$ cat src/rtl/gb_lcd_frame_writer.sv
// Palette-mapped pixel sink for the PPU that fills one bank of a double-buffered
// 160x144 frame buffer and hands completed frames to the scanout block.
module gb_lcd_frame_writer #(
   parameter int FB_LINE_PX    = 160,
   parameter int FB_LINES      = 144,
   parameter int FB_BANK_WORDS = 23040
) (
   input  logic        clk,
   input  logic        rst,
   input  logic        lcd_en,
   input  logic [1:0]  ppu_mode,
   input  logic [7:0]  ly,
   input  logic [7:0]  bgp,
   input  logic [1:0]  px_in,
   input  logic        px_valid,
   input  logic        disp_ready,
   output logic        fb_we,
   output logic [15:0] fb_addr,
   output logic [1:0]  fb_wdata,
   output logic        disp_bank,
   output logic        frame_done,
   output logic [7:0]  frame_drop_cnt,
   output logic        err_line_short,
   output logic        err_px_overflow
);

   localparam logic [1:0] MODE_VBLANK = 2'd1;
   localparam logic [1:0] MODE_DRAW   = 2'd3;

   localparam logic [7:0]  LINE_PX   = 8'(FB_LINE_PX);
   localparam logic [7:0]  LINES     = 8'(FB_LINES);
   localparam logic [15:0] BANK_BASE = 16'(FB_BANK_WORDS);

   logic [1:0]  mode_q;
   logic        wr_bank;
   logic        swap_pending;
   logic [7:0]  col;
   logic [15:0] line_base;
   logic        line_ok;

   logic        draw_edge;
   logic        draw_exit;
   logic        vblank_edge;
   logic        px_take;
   logic        col_in_range;
   logic [1:0]  shade;
   logic [15:0] bank_offset;
   logic [15:0] ly_wide;

   always_comb begin
      draw_edge    = 1'b0;
      draw_exit    = 1'b0;
      vblank_edge  = 1'b0;
      px_take      = 1'b0;
      col_in_range = 1'b0;
      shade        = 2'd0;
      bank_offset  = 16'd0;
      ly_wide      = 16'd0;

      draw_edge    = (ppu_mode == MODE_DRAW)   && (mode_q != MODE_DRAW);
      draw_exit    = (mode_q == MODE_DRAW)     && (ppu_mode != MODE_DRAW);
      vblank_edge  = (ppu_mode == MODE_VBLANK) && (mode_q != MODE_VBLANK);
      px_take      = px_valid && (mode_q == MODE_DRAW) && line_ok;
      col_in_range = (col < LINE_PX);
      shade        = bgp[{px_in, 1'b0} +: 2];
      bank_offset  = wr_bank ? BANK_BASE : 16'd0;
      ly_wide      = {8'd0, ly};
   end

   always_ff @(posedge clk) begin
      if (rst) begin
         mode_q          <= 2'd0;
         wr_bank         <= 1'b0;
         swap_pending    <= 1'b0;
         col             <= 8'd0;
         line_base       <= 16'd0;
         line_ok         <= 1'b0;
         fb_we           <= 1'b0;
         fb_addr         <= 16'd0;
         fb_wdata        <= 2'd0;
         disp_bank       <= 1'b1;
         frame_done      <= 1'b0;
         frame_drop_cnt  <= 8'd0;
         err_line_short  <= 1'b0;
         err_px_overflow <= 1'b0;
      end else if (!lcd_en) begin
         // LCD off flushes the line and any pending swap; banks, counters and flags hold.
         mode_q       <= 2'd0;
         col          <= 8'd0;
         line_ok      <= 1'b0;
         swap_pending <= 1'b0;
         fb_we        <= 1'b0;
         frame_done   <= 1'b0;
      end else begin
         mode_q     <= ppu_mode;
         fb_we      <= 1'b0;
         frame_done <= 1'b0;

         if (draw_edge) begin
            col       <= 8'd0;
            line_base <= (ly_wide << 7) + (ly_wide << 5);
            line_ok   <= (ly < LINES);
         end else if (px_take) begin
            if (col_in_range) begin
               fb_we    <= 1'b1;
               fb_addr  <= bank_offset + line_base + {8'd0, col};
               fb_wdata <= shade;
               col      <= col + 8'd1;
            end else begin
               err_px_overflow <= 1'b1;
            end
         end

         if (draw_exit && line_ok && col_in_range) begin
            err_line_short <= 1'b1;
         end

         // A late disp_ready beats a new frame's first DRAW edge in the same cycle.
         if (vblank_edge) begin
            frame_done <= 1'b1;
            if (disp_ready) begin
               disp_bank <= wr_bank;
               wr_bank   <= ~wr_bank;
            end else begin
               swap_pending <= 1'b1;
            end
         end else if (swap_pending) begin
            if (disp_ready) begin
               disp_bank    <= wr_bank;
               wr_bank      <= ~wr_bank;
               swap_pending <= 1'b0;
            end else if (draw_edge && (ly == 8'd0)) begin
               swap_pending <= 1'b0;
               if (frame_drop_cnt != 8'hFF) begin
                  frame_drop_cnt <= frame_drop_cnt + 8'd1;
               end
            end
         end
      end
   end

endmodule

$ cat config.mk
export PLATFORM = sky130hd
export DESIGN_NAME = gb_lcd_frame_writer
export DESIGN_NICKNAME = d
export VERILOG_FILES = /design/src/rtl/gb_lcd_frame_writer.sv
export SDC_FILE = /design/constraint.sdc
export NUM_CORES = 1
export LEC_CHECK = 0
export ABC_AREA = 1
export CAP_MARGIN = 10
export CELL_PAD_IN_SITES_DETAIL_PLACEMENT = 1
export CELL_PAD_IN_SITES_GLOBAL_PLACEMENT = 1
export CORE_ASPECT_RATIO = 1.25
export CORE_MARGIN = 2
export CORE_UTILIZATION = 37
export DETAILED_ROUTE_END_ITERATION = 8
export GPL_TIMING_DRIVEN = 1
export PLACE_DENSITY_LB_ADDON = 0.1
export SYNTH_ARGS = -nofsm -noshare
export SYNTH_HDL_FRONTEND = slang
export SYNTH_SLANG_ARGS = --single-unit
$ cat constraint.sdc
create_clock -name clk -period 1.99 [get_ports clk]
set_input_delay 0.199 -clock clk [delete_from_list [all_inputs] [get_ports clk]]
set_output_delay 0.199 -clock clk [all_outputs]
set_load 0.02 [all_outputs]
==> impl_summary.log <==
[metrics] CTS Buffer Depth: 2
[metrics] number of instances in the synthesized netlist: 437
[metrics] most numerous cell on the critical path: sky130_fd_sc_hd__nand2_1
[metrics] post-synthesis cell type with the largest combined area: sky130_fd_sc_hd__dfxtp_1
[metrics] Ys Warns: 0
[metrics] Chip Width: 85.0 µm
[metrics] FMAX: around 570 MHz
[metrics] part of the total power dissipated in the clock network: 31.2%
[metrics] sequential share of the synthesized area: 36.3%
[metrics] all-layer global routing usage: 18.8%
[metrics] switching share of power: 26.4%
[metrics] area of combinational cells with multiple inputs: 0.00169 mm²
[metrics] worst hold slack across all endpoints: 472 ps
[metrics] unrepaired setup endpoints after global routing: false
[metrics] largest net degree at the start of global routing: 18
[metrics] library cell used as clock root buffer: sky130_fd_sc_hd__clkbuf_8
[metrics] clock slew at reported path FFs: 110 ps
[metrics] count of unique library cells instantiated by Yosys: 34
[metrics] count of cells along the worst register-to-register path: 12
[metrics] clock net sink count: 55
[metrics] power per cell area: 528 mW/mm²
[metrics] Clock Skew: 18.4 ps
[metrics] VDD IR-drop max: 0.000299 V
[metrics] quantity of gates resized following cts: 0
[metrics] number of antenna violations at the first check in global routing: 0
[metrics] weighted congestion at the end of routability-driven global placement: 0.829
[metrics] logic gate share of total power: about an eighth
[metrics] Worst Hold Launch: line_base[7]
[metrics] Iter 0 DRT Violations: 83
[metrics] number of synthesized flops with an enable pin: 0
[metrics] setup_tns: 0 ps
[metrics] DRC viols: 0
[metrics] synthesized flop and latch total: 55
[metrics] wire length reported by the detailed router: 8020 µm
[metrics] delay contributed by the slowest stage of the critical path: 410 ps
[metrics] flip-flop and latch area: around 0.0011 mm²
[metrics] Reg2Reg Setup Slack: 240 ps
[metrics] total internal power: 1490 µW
[metrics] share of synthesized flip-flops with an asynchronous set or reset: 0%
[metrics] final number of hold-violating endpoints: 0
[metrics] placed wire-length estimate after detailed placement: 6470 µm
[metrics] synthesized area per cell: ~7 µm²
[metrics] Critical Path, Cell by Cell: ha_1 -> fa_1 -> nand2_1 -> nand2_1 -> nand2_1 -> nand2_1 -> nand3_1 -> nand2_1 -> nand2_1 -> nand3_1 -> nand2_1 -> inv_1
[metrics] path category of the worst min-delay check: reg2reg
[metrics] average detailed-routed wire length per instance: 13.4 µm
[metrics] Starting Density: 38.5%
[metrics] ANT nets after route: 0
[metrics] cell types with the highest counts after synthesis: sky130_fd_sc_hd__nand2_1, sky130_fd_sc_hd__dfxtp_1, sky130_fd_sc_hd__inv_1, sky130_fd_sc_hd__nor2_1, sky130_fd_sc_hd__a21oi_1
[metrics] Vias: 2,980
[metrics] Clock H-tree levels: 2
[metrics] startpoint of the most critical register-to-register path: col[5]
[metrics] register share of total power: 55.7%
[metrics] endpoint of the worst hold-timing path: line_base[7]
[metrics] post-synth top area share: between 30% and 40%
[metrics] Inserted Diodes: 0
[metrics] maximum fanout along the worst path: 4
[metrics] area of the mapped netlist: 0.00303 mm²
[metrics] die height: between 100 and 150 µm
[metrics] Power Total: 2030 µW
[metrics] slew at the pin closest to its max-slew limit: 352 ps
[metrics] endpoint required time on the critical path: 2200 ps
[metrics] number of setup buffers added after CTS: 0
[metrics] Critical Path Sink Type: register
[metrics] later-pin clock latency in the skew report: 320 ps
[metrics] final worst path period need: 1750 ps
[metrics] ratio of final minimum period to clock period: 87.8%
[metrics] crit path from: col[5]
[metrics] number of violations of the max-capacitance limit: 0
[metrics] number of CTS-inserted buffers: 5
[metrics] hold-fix buffers at CTS: 0
[metrics] cell with the most instances after synthesis: sky130_fd_sc_hd__nand2_1
[metrics] filler cell count: 1,015
[metrics] cell at the slowest stage of the critical path: sky130_fd_sc_hd__fa_1
[metrics] Worst Path Class, Setup: reg2reg
[metrics] Via-to-Cell Ratio: 4.97
[metrics] largest cells by area after synthesis: sky130_fd_sc_hd__dfxtp_1, sky130_fd_sc_hd__nand2_1, sky130_fd_sc_hd__inv_1
[metrics] Critical Path Start Type: register
[metrics] total number of nets in the final design: approximately 550
[metrics] count of cells along the worst hold path: 2
[metrics] GR Overflow Total: 0
[metrics] Setup-failing EPs final: 0
[metrics] critical path arrival: 1960 ps
[metrics] result of the run: finished, final reports clean
[metrics] count of final max-slew check failures: 0
[metrics] standard cell core area: about 0.0079 mm²
[metrics] standard-cell row count: 36
[metrics] first-pass iteration count of the detailed router: 4
[metrics] top_reg_cell synth: sky130_fd_sc_hd__dfxtp_1
[metrics] Net Sw Power: ~540 µW
[metrics] standby leakage power: between 0.0015 and 0.002 µW
[metrics] synth-to-layout area growth: 26.6%
[metrics] proportion of layout cells with a drive suffix above 1: roughly 6%
[metrics] Total Die Area: 0.00895 mm²
[metrics] wire length of the first global-routing pass: 14,000 µm
[metrics] Worst R2R End: fb_addr[15]
[metrics] TritonCTS clock tree: built
[metrics] Relative slew margins: 76.4%
[metrics] post-synth net total: 479
[metrics] count of buffers inserted at the top-level ports: 55
[metrics] I/O pin cnt: 56
[metrics] via count of the first global-routing pass: a little over 3k
-- layer usage --
metal | global-route usage, % | up-vias | part of all wire [%]
li1 | - | 1545 | -
met1 | 23.1 | 1386 | 45
met2 | 34.0 | 43 | 51
met3 | 2.58 | 6 | 2.9
met4 | 4.99 | 0 | 0.97
met5 | 0 | - | 0
-- worst max-delay path, delay by kind of cell, from the launching register on --
| kind | cells | cell delay [ps] |
|---|---|---|
| adders and majority gates | 2 | 650 |
| buffers and inverters | 1 | 30 |
| DFF | 1 | 350 |
| and+or+nand+nor | 9 | 620 |
-- logic make-up after synthesis --
group                      count (synthesis)  share of synthesized area, %
and+or+nand+nor                          209                          29.2
AOI/OAI and AO/OA                         80                          14.2
buffers and inverters                     60                          8.12
DFF                                       55                          36.3
adders and majority gates                 17                          7.51
xor gates and xnor gates                  14                          4.04
muxes                                      2                         0.660
-- cells in the final DEF (no fill, tap or decap), types with 3 or more instances in the layout --
master	instances
sky130_fd_sc_hd__ha_1	15
sky130_fd_sc_hd__nand4_1	4
sky130_fd_sc_hd__a21oi_1	34
sky130_fd_sc_hd__dfxtp_1	55
sky130_fd_sc_hd__o22ai_1	3
sky130_fd_sc_hd__o21ai_0	27
sky130_fd_sc_hd__xnor2_1	7
sky130_fd_sc_hd__nor2_1	51
sky130_fd_sc_hd__clkbuf_8	5
sky130_fd_sc_hd__buf_4	13
sky130_fd_sc_hd__nand2_2	3
sky130_fd_sc_hd__clkdlybuf4s50_1	55
sky130_fd_sc_hd__inv_1	51
sky130_fd_sc_hd__xor2_1	7
sky130_fd_sc_hd__nand3_1	31
sky130_fd_sc_hd__o21ai_1	6
sky130_fd_sc_hd__nand2_1	112
-- metrics by stage --
step / area [µm²] / utilization, % / setup WS (ps) / cells
floorplan: 3030 / - / 417 / 437
global placement: 3750 / 47.6 / 24.4 / 592
detailed placement: 3750 / 47.6 / -30.1 / 592
CTS: 3840 / 48.7 / 236 / 600
global route: 3840 / 48.7 / 52.0 / 600
finish: 3840 / 48.7 / 242 / 600
-- power by group through the flow --
stage	logic (µW)	clock network, µW	registers (µW)
2_1_floorplan	147	0	1150
3_3_place_gp	260	0	1150
5_1_grt	303	697	1130
6_report	265	634	1130
3_5_place_dp	267	0	1150
4_1_cts	268	670	1130
-- worst max path at each step --
stage,endpoint,slack [ps]
final,fb_addr[15],240
after global routing,fb_addr[15],50
after CTS,fb_addr[15],240
after detailed placement,line_base[15],-30
after global placement,line_base[15],20
after floorplan,fb_addr[15],420
-- flip-flops by register name, indices dropped and copies added, names as in the netlist --
name	count
fb_we	1
frame_drop_cnt	8
col	8
err_line_short	1
frame_done	1
mode_q	2
err_px_overflow	1
line_base	11
fb_addr	16
fb_wdata	2
swap_pending	1
disp_bank	1
wr_bank	1
line_ok	1
-- cell type report --
cell class	count	area share, %
clock buffer	6	1.89
clock inverter	2	0.456
inverter	52	5.14
multi-input combinational	322	43.9
sequential	55	28.7
tap	95	3.09
timing repair buffer	68	16.9
Note: power is estimated with default switching activity, not from simulation.
==> patch: new RTL, config.mk and constraints unchanged <==
Put one more register stage on the output `frame_drop_cnt`, without a reset. The value now appears one clock later. The other outputs are not delayed to match.
--- a/src/rtl/gb_lcd_frame_writer.sv
+++ b/src/rtl/gb_lcd_frame_writer.sv
@@ -30,6 +30,8 @@
    localparam logic [7:0]  LINE_PX   = 8'(FB_LINE_PX);
    localparam logic [7:0]  LINES     = 8'(FB_LINES);
    localparam logic [15:0] BANK_BASE = 16'(FB_BANK_WORDS);
+
+   logic [7:0] frame_drop_cnt_s0;
 
    logic [1:0]  mode_q;
    logic        wr_bank;
@@ -80,7 +82,7 @@
          fb_wdata        <= 2'd0;
          disp_bank       <= 1'b1;
          frame_done      <= 1'b0;
-         frame_drop_cnt  <= 8'd0;
+         frame_drop_cnt_s0 <= 8'd0;
          err_line_short  <= 1'b0;
          err_px_overflow <= 1'b0;
       end else if (!lcd_en) begin
@@ -131,13 +133,17 @@
                swap_pending <= 1'b0;
             end else if (draw_edge && (ly == 8'd0)) begin
                swap_pending <= 1'b0;
-               if (frame_drop_cnt != 8'hFF) begin
-                  frame_drop_cnt <= frame_drop_cnt + 8'd1;
+               if (frame_drop_cnt_s0 != 8'hFF) begin
+                  frame_drop_cnt_s0 <= frame_drop_cnt_s0 + 8'd1;
                end
             end
          end
       end
    end
 
+   always_ff @(posedge clk) begin
+      frame_drop_cnt <= frame_drop_cnt_s0;
+   end
+
 endmodule
 
Behaviour: not the same (a bounded check fails within 4 cycles, from zero or initial values and one cycle with rst high).
==> patch against the unedited design <==
- first-iteration DRC count down 22%
- critical endpoint unchanged
- worst setup slack worse by 10 ps
- sequential cell count up 8
- fmax down 0.57%
- power up 44%
- global-route usage up 1.7 points
- largest power group is now clock
- sequential power up 14%
- area after synthesis up 6.3%
- critical path depth unchanged
- routed wire length up 7.3%
- clock power up 110%
- design area up 9.5%
- cell count up 5.2%
==> patch: results (changes against the unedited design) <==
| Metric | Value |
|---|---|
| Final nets | `570 (+4.4%)` |
| RD Place Congestion | `0.832 (+0.30%)` |
| Share of cells above drive strength 1 | `0.0791 (+0.0197)` |
| Main flop type after synthesis | `dfxtp_1` |
| Pleak | `1.79 nW (+4.5%)` |
| Post-CTS Setup Repair Bufs | `0 (unchanged)` |
| R2R Setup Slk | `230 ps` |
| CP max-delay cell | `fa_1` |
| Syn. warnings | `0 (unchanged)` |
| Port Buf Inserts | `55 (unchanged)` |
| DR vias/cell | `4.98 (+0.35%)` |
| Initial DRC Count | `65 (-22%)` |
| HPWL after detailed placement | `6630 um (+2.5%)` |
| Reg2Reg Depth | `12 (unchanged)` |
| Clock skew | `4.43 ps (-13.9 ps)` |
| Worst Hold Class | `reg -> reg` |
| Fill cells | `1105 (+8.9%)` |
| Reg clk slew, reported paths | `70 ps (-40 ps)` |
| VDD IR-drop max | `0.445 mV (+49%)` |
| Largest fanout on the critical path | `4 (unchanged)` |
| Largest registers | `fb_addr x16, line_base x11` |
| H-Tree Depth | `3 (+1)` |
| Drt total wl | `8600 um (+7.3%)` |
| Synth area leaders | `dfxtp_1 39%, nand2_1 13%, nor2_1 7.4%, inv_1 6.3%, ha_1 5.8%` |
| Drt pass-1 iters | `4 (unchanged)` |
| First-pass GRT wire length | `15200 um (+8.1%)` |
| Outcome | `completed` |
| CP Capture Point | `fb_addr[15]` |
| Pin count of the biggest net entering global routing | `28 (+10)` |
| Maximum buffer depth of the clock tree | `2 (unchanged)` |
| Count of cell types in the netlist | `35 (+2.9%)` |
| Worst-Margin Slew | `390 ps (+37.7 ps)` |
| GRT Util Overall | `0.205 (+0.0169)` |
| Clock Latency Late Sink | `350 ps (+30 ps)` |
| CP peak stage delay | `390 ps (-20 ps)` |
| Crit path max-delay family | `simple AND/OR/NAND/NOR gates` |
| WP data arrival | `2020 ps (+60 ps)` |
| ANT cells | `0 (unchanged)` |
| Sequential fraction of the synthesis area | `0.391 (+0.0281)` |
| Initial antenna violation count | `0 (unchanged)` |
| Vias in the first global route | `3342 (+8.3%)` |
| Clk Tree Root Cell | `clkbuf_8` |
| Syn_nets | `497 (+3.8%)` |
| Most frequent cells after synthesis | `108 x nand2_1, 64 x nor2_1, 63 x dfxtp_1, 54 x inv_1, 35 x a21oi_1` |
| Post_cts resized | `0 (unchanged)` |
| Critical Path Start | `col[5]` |
| Ys async rst share | `0 (unchanged)` |
| Num CTS Buffers | `9 (+4)` |
[patch: changes by cell type after synthesis, moves of 3 or more]
cell | unedited run | this run
o21ai_2 | 0 | 3
nor2_1 | 51 | 64
clkbuf_1 | 3 | 6
xor2_1 | 7 | 4
nand2_1 | 112 | 108
o21ai_1 | 6 | 1
dfxtp_1 | 55 | 63
inv_1 | 51 | 54
o22ai_1 | 3 | 0
[patch: per-stage QoR]
step / std cells / instance area, sq um / setup WS [ps]
final: 631 / 4210 / 232
after global routing: 631 / 4210 / 52.0
after CTS: 631 / 4200 / 173
after detailed placement: 617 / 3970 / 42.5
after global placement: 617 / 3970 / 74.9
after floorplan: 455 / 3230 / 402
[patch: logic make-up (layout without fill, tap and decap cells)]
logic type | count (synthesis) | count (layout) | synth area share
AND/OR/NAND/NOR | 218 | 218 | 0.282
AO/OA/AOI/OAI | 82 | 82 | 0.145
buffers and inverters | 64 | 140 | 0.0811
flip-flops | 63 | 63 | 0.391
adder cells (fa/ha/maj) | 17 | 17 | 0.0706
XOR/XNOR | 11 | 11 | 0.0299
[patch: power breakdown]
group | switching (mW) | internal, mW
Combinational | 0.151 | 0.125
Sequential | 0.0152 | 1.28
Clock | 0.500 | 0.850
[patch: routing by layer]
layer  vias up  part of all wire  track usage
met5         -                 0            0
met1      1477              0.41        0.219
met3        15             0.036       0.0443
met4         0             0.018       0.0857
li1       1602                 -            -
met2        51              0.54        0.381
[patch: worst reg2reg max path: stages (launching register included)]
cell     delay (ps)
dfxtp_1         340
ha_2            220
fa_1            390
nand2_1         100
nand2_1          80
nand2_1          70
nand2_1          90
nand3_1         100
nand2_1          60
nand2_1          50
nand3_1          60
nand2_1          60
inv_1            30
[patch: area by class of cell]
| cell class | count | area (sq um) | area share |
|---|---|---|---|
| inverter | 55 | 211 | 0.0503 |
| clock inverter | 4 | 95.1 | 0.0226 |
| tap | 100 | 125 | 0.0297 |
| multi-input combinational | 328 | 1710 | 0.405 |
| sequential | 63 | 1260 | 0.300 |
| timing repair buffer | 71 | 671 | 0.159 |
| clock buffer | 10 | 138 | 0.0327 |
[patch: worst min path at each step]
stage	endpoint	from	slack, ps	depth (start not counted)
after global routing	frame_drop_cnt[1]	frame_drop_cnt_s0[1]	400	0
after floorplan	mode_q[1]	ppu_mode[1]	310	2
after detailed placement	frame_drop_cnt[1]	frame_drop_cnt_s0[1]	390	0
final	frame_drop_cnt[1]	frame_drop_cnt_s0[1]	390	0
after global placement	frame_drop_cnt[1]	frame_drop_cnt_s0[1]	390	0
after CTS	frame_drop_cnt[1]	frame_drop_cnt_s0[1]	400	0
